File: config.mk
export PLATFORM = sky130hd
export DESIGN_NAME = fpga_link_master_flat
export DESIGN_NICKNAME = d
export VERILOG_FILES = /design/src/rtl/fpga_link_pkg.sv /design/src/rtl/fpga_link_if.sv /design/src/rtl/fpga_link_sync.sv /design/src/rtl/fpga_link_master.sv /design/src/flat_wrapper.sv
export SDC_FILE = /design/constraint.sdc
export NUM_CORES = 1
export LEC_CHECK = 0
export BUFFER_PORTS_ARGS = -buffer_cell sky130_fd_sc_hd__buf_2
export CAP_MARGIN = 20
export CORE_MARGIN = 2
export CORE_UTILIZATION = 55
export CTS_CLUSTER_DIAMETER = 50
export DETAILED_ROUTE_END_ITERATION = 6
export HOLD_SLACK_MARGIN = 0.05
export PLACE_DENSITY = 0.82
export SLEW_MARGIN = 20
export SYNTH_ARGS = -nofsm -noshare
export SYNTH_HDL_FRONTEND = slang
export SYNTH_SLANG_ARGS = --single-unit
File: constraint.sdc
create_clock -name clk -period 2.4 [get_ports clk]
set_clock_uncertainty 0.05 [all_clocks]
set_input_delay 0 -clock clk [delete_from_list [all_inputs] [get_ports clk]]
set_output_delay 0 -clock clk [all_outputs]
set_load 0.1 [all_outputs]
File: src/rtl/fpga_link_pkg.sv
// Shared types and default timing for the inter-FPGA strobe link master.
package fpga_link_pkg;

  localparam int LINK_DATA_W     = 8;
  localparam int LINK_SETUP_CYC  = 2;
  localparam int LINK_STROBE_CYC = 4;
  localparam int LINK_HOLD_CYC   = 2;
  localparam int LINK_TURN_CYC   = 2;
  localparam int LINK_CNT_W      = 4;

  typedef enum logic [2:0] {
    ST_IDLE      = 3'd0,
    ST_WR_SETUP  = 3'd1,
    ST_WR_STROBE = 3'd2,
    ST_WR_HOLD   = 3'd3,
    ST_RD_STROBE = 3'd4,
    ST_RD_TURN   = 3'd5
  } link_state_t;

  // True when every phase length meets its minimum and fits the counter.
  // STROBE needs at least 3 cycles so the 2-flop read synchronizer settles.
  function automatic bit link_cfg_ok(input int setup, input int strobe,
                                     input int hold, input int turn,
                                     input int cnt_w);
    int lim;
    lim = 32'sd1 << cnt_w;
    return (setup >= 32'sd1) && (strobe >= 32'sd3) && (hold >= 32'sd1) &&
           (turn >= 32'sd1) && (setup < lim) && (strobe < lim) &&
           (hold < lim) && (turn < lim);
  endfunction

endpackage

File: src/rtl/fpga_link_if.sv
// Request/response handshake plus split-tristate link signals of the link master.
interface fpga_link_if;
  import fpga_link_pkg::*;

  logic                   req_valid;
  logic                   req_ready;
  logic                   req_write;
  logic [LINK_DATA_W-1:0] req_wdata;
  logic                   done;
  logic [LINK_DATA_W-1:0] rsp_rdata;
  logic                   link_w;
  logic                   link_r;
  logic [LINK_DATA_W-1:0] link_data_o;
  logic                   link_data_oe;
  logic [LINK_DATA_W-1:0] link_data_i;

  // View of the link master itself.
  modport master (
    input  req_valid, req_write, req_wdata, link_data_i,
    output req_ready, done, rsp_rdata, link_w, link_r, link_data_o, link_data_oe
  );

  // View of the requester / pad side that talks to the master.
  modport slave (
    output req_valid, req_write, req_wdata, link_data_i,
    input  req_ready, done, rsp_rdata, link_w, link_r, link_data_o, link_data_oe
  );

endinterface

File: src/rtl/fpga_link_sync.sv
// Two-flop synchronizer bringing the asynchronous DATA pad into the clk domain.
module fpga_link_sync #(
  parameter int W = 8
) (
  input  logic         clk,
  input  logic         rst,
  input  logic [W-1:0] d_i,
  output logic [W-1:0] q_o
);

  logic [W-1:0] meta_q, meta_d;
  logic [W-1:0] sync_q, sync_d;

  // Shift the pad value one stage per clock.
  always_comb begin
    meta_d = d_i;
    sync_d = meta_q;
  end

  // Synchronizer flops, cleared on reset.
  always_ff @(posedge clk) begin
    if (rst) begin
      meta_q <= {W{1'b0}};
      sync_q <= {W{1'b0}};
    end else begin
      meta_q <= meta_d;
      sync_q <= sync_d;
    end
  end

  assign q_o = sync_q;

endmodule

File: src/rtl/fpga_link_master.sv
// Upper-FPGA master for the W/R/DATA strobe link: turns one register request
// into setup/strobe/hold (write) or strobe/turnaround (read) timing.
module fpga_link_master
  import fpga_link_pkg::*;
#(
  parameter int SETUP_CYC  = LINK_SETUP_CYC,
  parameter int STROBE_CYC = LINK_STROBE_CYC,
  parameter int HOLD_CYC   = LINK_HOLD_CYC,
  parameter int TURN_CYC   = LINK_TURN_CYC,
  parameter int CNT_W      = LINK_CNT_W
) (
  input  logic       clk,
  input  logic       rst,
  fpga_link_if.master bus
);

  if (!link_cfg_ok(SETUP_CYC, STROBE_CYC, HOLD_CYC, TURN_CYC, CNT_W)) begin : g_cfg_err
    $error("fpga_link_master: illegal timing parameters");
  end

  // The counter is loaded with N-1 on state entry and the phase ends at zero.
  localparam logic [CNT_W-1:0] CNT_ZERO    = {CNT_W{1'b0}};
  localparam logic [CNT_W-1:0] CNT_ONE     = {{(CNT_W-1){1'b0}}, 1'b1};
  localparam logic [CNT_W-1:0] SETUP_LOAD  = CNT_W'(SETUP_CYC - 32'sd1);
  localparam logic [CNT_W-1:0] STROBE_LOAD = CNT_W'(STROBE_CYC - 32'sd1);
  localparam logic [CNT_W-1:0] HOLD_LOAD   = CNT_W'(HOLD_CYC - 32'sd1);
  localparam logic [CNT_W-1:0] TURN_LOAD   = CNT_W'(TURN_CYC - 32'sd1);

  link_state_t            state_q, state_d;
  logic [CNT_W-1:0]       cnt_q, cnt_d;
  logic                   link_w_q, link_w_d;
  logic                   link_r_q, link_r_d;
  logic                   data_oe_q, data_oe_d;
  logic [LINK_DATA_W-1:0] data_o_q, data_o_d;
  logic                   done_q, done_d;
  logic [LINK_DATA_W-1:0] rsp_rdata_q, rsp_rdata_d;
  logic                   req_ready_q, req_ready_d;

  logic                   accept_s;
  logic                   cnt_zero_s;
  logic [LINK_DATA_W-1:0] sync_data_s;

  fpga_link_sync #(.W(LINK_DATA_W)) u_sync (
    .clk (clk),
    .rst (rst),
    .d_i (bus.link_data_i),
    .q_o (sync_data_s)
  );

  assign accept_s   = bus.req_valid & req_ready_q;
  assign cnt_zero_s = (cnt_q == CNT_ZERO);

  // State and phase-counter registers.
  always_ff @(posedge clk) begin
    if (rst) begin
      state_q <= ST_IDLE;
      cnt_q   <= CNT_ZERO;
    end else begin
      state_q <= state_d;
      cnt_q   <= cnt_d;
    end
  end

  // Next state: advance a phase when its counter expires, reload on entry.
  always_comb begin
    state_d = state_q;
    cnt_d   = cnt_q;
    case (state_q)
      ST_IDLE: begin
        if (accept_s) begin
          if (bus.req_write) begin
            state_d = ST_WR_SETUP;
            cnt_d   = SETUP_LOAD;
          end else begin
            state_d = ST_RD_STROBE;
            cnt_d   = STROBE_LOAD;
          end
        end else begin
          state_d = ST_IDLE;
          cnt_d   = CNT_ZERO;
        end
      end
      ST_WR_SETUP: begin
        if (cnt_zero_s) begin
          state_d = ST_WR_STROBE;
          cnt_d   = STROBE_LOAD;
        end else begin
          cnt_d   = cnt_q - CNT_ONE;
        end
      end
      ST_WR_STROBE: begin
        if (cnt_zero_s) begin
          state_d = ST_WR_HOLD;
          cnt_d   = HOLD_LOAD;
        end else begin
          cnt_d   = cnt_q - CNT_ONE;
        end
      end
      ST_WR_HOLD: begin
        if (cnt_zero_s) begin
          state_d = ST_IDLE;
          cnt_d   = CNT_ZERO;
        end else begin
          cnt_d   = cnt_q - CNT_ONE;
        end
      end
      ST_RD_STROBE: begin
        if (cnt_zero_s) begin
          state_d = ST_RD_TURN;
          cnt_d   = TURN_LOAD;
        end else begin
          cnt_d   = cnt_q - CNT_ONE;
        end
      end
      ST_RD_TURN: begin
        if (cnt_zero_s) begin
          state_d = ST_IDLE;
          cnt_d   = CNT_ZERO;
        end else begin
          cnt_d   = cnt_q - CNT_ONE;
        end
      end
      default: begin
        state_d = ST_IDLE;
        cnt_d   = CNT_ZERO;
      end
    endcase
  end

  // Outputs are decoded from the upcoming state so every pin comes from a flop
  // and lines up with the state it belongs to.
  always_comb begin
    link_w_d    = (state_d == ST_WR_STROBE);
    link_r_d    = (state_d == ST_RD_STROBE);
    data_oe_d   = (state_d == ST_WR_SETUP) || (state_d == ST_WR_STROBE) ||
                  (state_d == ST_WR_HOLD);
    req_ready_d = (state_d == ST_IDLE);
    done_d      = cnt_zero_s && ((state_q == ST_WR_HOLD) || (state_q == ST_RD_TURN));
    if (accept_s && bus.req_write) begin
      data_o_d = bus.req_wdata;
    end else if (data_oe_d) begin
      data_o_d = data_o_q;
    end else begin
      data_o_d = {LINK_DATA_W{1'b0}};
    end
    // Sample the synchronized pad on the edge closing the last strobe cycle.
    if ((state_q == ST_RD_STROBE) && cnt_zero_s) begin
      rsp_rdata_d = sync_data_s;
    end else begin
      rsp_rdata_d = rsp_rdata_q;
    end
  end

  // Output registers.
  always_ff @(posedge clk) begin
    if (rst) begin
      link_w_q    <= 1'b0;
      link_r_q    <= 1'b0;
      data_oe_q   <= 1'b0;
      data_o_q    <= {LINK_DATA_W{1'b0}};
      done_q      <= 1'b0;
      rsp_rdata_q <= {LINK_DATA_W{1'b0}};
      req_ready_q <= 1'b1;
    end else begin
      link_w_q    <= link_w_d;
      link_r_q    <= link_r_d;
      data_oe_q   <= data_oe_d;
      data_o_q    <= data_o_d;
      done_q      <= done_d;
      rsp_rdata_q <= rsp_rdata_d;
      req_ready_q <= req_ready_d;
    end
  end

  assign bus.link_w       = link_w_q;
  assign bus.link_r       = link_r_q;
  assign bus.link_data_oe = data_oe_q;
  assign bus.link_data_o  = data_o_q;
  assign bus.done         = done_q;
  assign bus.rsp_rdata    = rsp_rdata_q;
  assign bus.req_ready    = req_ready_q;

endmodule

File: src/flat_wrapper.sv
// flat-port wrapper written by rule: the top's interface ports become plain ports
module fpga_link_master_flat import fpga_link_pkg::*;
#(
  parameter int SETUP_CYC  = LINK_SETUP_CYC,
  parameter int STROBE_CYC = LINK_STROBE_CYC,
  parameter int HOLD_CYC   = LINK_HOLD_CYC,
  parameter int TURN_CYC   = LINK_TURN_CYC,
  parameter int CNT_W      = LINK_CNT_W
)
  (clk, rst, bus_req_valid, bus_req_write, bus_req_wdata, bus_link_data_i, bus_req_ready, bus_done, bus_rsp_rdata, bus_link_w, bus_link_r, bus_link_data_o, bus_link_data_oe);
  fpga_link_if bus_i ();
  input  logic clk;
  input  logic rst;
  input wire logic [$bits(bus_i.req_valid)-1:0] bus_req_valid;
  input wire logic [$bits(bus_i.req_write)-1:0] bus_req_write;
  input wire logic [$bits(bus_i.req_wdata)-1:0] bus_req_wdata;
  input wire logic [$bits(bus_i.link_data_i)-1:0] bus_link_data_i;
  output wire logic [$bits(bus_i.req_ready)-1:0] bus_req_ready;
  output wire logic [$bits(bus_i.done)-1:0] bus_done;
  output wire logic [$bits(bus_i.rsp_rdata)-1:0] bus_rsp_rdata;
  output wire logic [$bits(bus_i.link_w)-1:0] bus_link_w;
  output wire logic [$bits(bus_i.link_r)-1:0] bus_link_r;
  output wire logic [$bits(bus_i.link_data_o)-1:0] bus_link_data_o;
  output wire logic [$bits(bus_i.link_data_oe)-1:0] bus_link_data_oe;
  assign bus_i.req_valid = bus_req_valid;
  assign bus_i.req_write = bus_req_write;
  assign bus_i.req_wdata = bus_req_wdata;
  assign bus_i.link_data_i = bus_link_data_i;
  assign bus_req_ready = bus_i.req_ready;
  assign bus_done = bus_i.done;
  assign bus_rsp_rdata = bus_i.rsp_rdata;
  assign bus_link_w = bus_i.link_w;
  assign bus_link_r = bus_i.link_r;
  assign bus_link_data_o = bus_i.link_data_o;
  assign bus_link_data_oe = bus_i.link_data_oe;
  fpga_link_master #(.SETUP_CYC(SETUP_CYC), .STROBE_CYC(STROBE_CYC), .HOLD_CYC(HOLD_CYC), .TURN_CYC(TURN_CYC), .CNT_W(CNT_W)) u_core (.clk(clk), .rst(rst), .bus(bus_i));
endmodule
==> metrics <==
crit path max fanout=14; Slew @ Worst Pin=842.4 ps; register bit total from synthesis=44; share of layout cells above drive strength 1=22.88%; H-tree levels=2; cell count after placement=234; WL/cell=12.81 um; status=finished clean; largest family of logic cells by synthesized area=compound AO/OA/AOI/OAI gates; post-synthesis sequential area ratio=54.03%; worst-skew pair later-pin latency=340 ps; total track usage=21.29%; setup TNS=0 ps; wire length of the first global-routing pass=5513 um; Multi-input gate area=650.6 um2; IO Pins=slightly above 40; TritonCTS Buffers=5; initial cell density of the core=58.61%; Worst EP arrival=between 1500 and 2000 ps; critical path endpoint category=flip-flop; crit path max-delay cell type=or4_4; root buf cell=clkbuf_4; Post-Synth Adder-Cell Area=0%; largest net degree at the start of global routing=31; die area=between 3000 and 4000 um2; Worst path top cell family by delay=simple AND/OR/NAND/NOR gates; Final GP Congestion=0.8271; Synth cell types=36; critical-path cell list=or4_4 -> o31a_1 -> a221oi_2; CTS tree=done; Layout Nets=255; post-detail-place hpwl=2253 um; worst path bufs/invs=0; final core occ=77.55%; mux contribution to synthesized area=0%; IO buf count=40; layout filler cell count=just under 200; initial antenna violation count=0; Reg clk slew, reported paths=about 130 ps; fraction of the cycle the final worst path needs=73.58%; startpoint types=flip-flop; xor and xnor area share after synthesis=0.5372%; fin cells=267; Resized Gates After CTS=0; Final Max Tran Viols=0; RSZ-0062 raised after global routing=no; CP Data Required Time=2610 ps; total power=~0.0022 W; Gate Count Post-Synth=173; final setup violation count=0; max_cap viols=0; area grow syn2layout=32.31%; Synth Area in Simple Gates=19.19%; Vias=1408; number of remaining DRC errors=0; Peak supply drop=~1.2 mV; fmax=approximately 0.57 GHz; Core Area=between 2000 and 3000 um2; Hold Startpoint=bus_req_wdata[1]; syn avg cell area=roughly 9.4 um2; Tmin final=1766 ps; synth warn=0; Sink Count=44; Rows=19; Static Leakage=0.8923 nW; vias in the first global route=1380; CP Launch Point=u_core.cnt_q[1]$_SDFF_PP0_; Die Y=58.45 um; origin of the critical flop-to-flop path=u_core.cnt_q[1]$_SDFF_PP0_; Detailed Route WL=3419 um; Vias/cell=5.273; GR Overflow Total=0; Final ANT Viol Nets=0; R2R Setup Slk=~630 ps; DIE WIDTH=58.45 um; pwr dens=1012 nW/um2; Ant. Diodes=0; max_slew headroom=43.24%; syn_nets=193; worst hold path class=primary input to flip-flop; Netlist Area Pre-Place=1630 um2; storage element area=880.8 um2; slowest stage delay, CP=670 ps; post-synthesis compound-gate area fraction=~20%; clock tree buffer depth=2; Final Hold Viols=0; 1st-pass router iterations=4; critical path class=flip-flop to flip-flop; DRT iter0 DRCs=55
[Yosys cell counts, drive strengths merged]
library cell	number	area, um2
a221oi	1	15.01
o221ai	1	8.760
nor4	1	6.260
o21ai	13	65.06
nor3b	1	7.510
nand3b	1	7.510
and2	1	6.260
o211a	1	10.01
or3b	1	8.760
a311o	1	10.01
nor2b	16	100.1
nand2	12	45.04
or2	1	6.260
dfxtp	44	880.8
nor2	5	18.77
inv	10	37.54
and3b	1	8.760
nor3	2	10.01
or3	1	6.260
o31ai	12	103.9
a31oi	1	6.260
buf	5	35.03
o31a	1	8.760
clkbuf	7	26.28
or4	1	11.26
nand3	12	60.06
a21boi	2	15.01
o41ai	1	8.760
a21o	1	7.510
a21oi	14	70.07
xnor2	1	8.760
and4b	1	10.01
[power breakdown]
group	leakage [nW]	switching, W	internal [W]
logic	0.490	0.000586	0.000227
clock network	0.0418	0.000235	0.000223
registers	0.360	0.0000989	0.000812
total	0.892	0.000920	0.00126
[metrics by stage]
stage	worst slack (ps)	hold WS (ps)	instance area, um2
after global routing	542.4	340.4	2157
after global placement	716.7	144.3	1823
final	634.0	330.9	2157
after floorplan	643.7	58.48	1630
after CTS	625.1	312.9	2157
after detailed placement	648.4	154.7	1823
[kinds of logic after synthesis]
| family | after synthesis |
|---|---|
| buf+inv | 22 |
| flops | 44 |
| xor+xnor | 1 |
| compound gates | 49 |
| simple gates | 57 |
[worst paths after layout]
kind	endpoint	cells after the start
worst max-delay path	u_core.bus.link_r$_SDFF_PP0_	3
worst min-delay path	u_core.bus.link_data_o[1]$_SDFFE_PP0P_	4
worst max register to register	u_core.bus.link_r$_SDFF_PP0_	3
worst min register to register	u_core.u_sync.q_o[6]$_SDFF_PP0_	1
[flip-flops by register name, summed over array words and instances, names as in the netlist]
signal and count:
u_core.cnt_q 4, u_core.state_q 3, u_core.bus.done 1, u_core.bus.link_data_o 8
u_core.u_sync.q_o 8, u_core.bus.link_w 1, u_core.u_sync.meta_q 8, u_core.bus.link_data_oe 1
u_core.bus.rsp_rdata 8, u_core.bus.link_r 1, u_core.bus.req_ready 1
[metal layers]
| layer | up-vias | track usage (%) | routed length [um] |
|---|---|---|---|
| met4 | 0 | 5.316 | 27 |
| met5 | - | 0 | 0 |
| met2 | 43 | 41.73 | 1809 |
| met3 | 4 | 7.033 | 186 |
| met1 | 635 | 21.16 | 1396 |
| li1 | 726 | - | - |
[layout make-up]
type	count	area share, %
Clock inverter	3	2.146
Tap cell	31	1.798
Multi-Input combinational cell	107	30.16
Sequential cell	44	40.84
Inverter	10	1.740
Clock buffer	5	1.740
Timing Repair Buffer	67	21.58
[cells in the final DEF, fill, tap and decap left out, types with 2 or more instances in the layout]
cell type and n:
nor3_1 2, buf_4 2, dlygate4sd3_1 25, o21ai_1 9, nor2_1 5, o21ai_0 4
nand3_1 12, a21boi_1 2, nor2b_1 16, dfxtp_1 44, inv_1 10, nand2_1 12
a21oi_1 14, o31ai_1 11, clkbuf_4 5, buf_2 40
[worst reg2reg max path, cell delays in order, from the launching register on]
cell and delay, ps:
dfxtp_1 390, or4_4 670, o31a_1 350, a221oi_2 240
[what timing repair did]
item | CTS | global route
endpoints found under the hold margin | 24 | 0
hold buffers | 25 | 0
setup buffers | 0 | 0
Power figures use the tool's default switching activity.
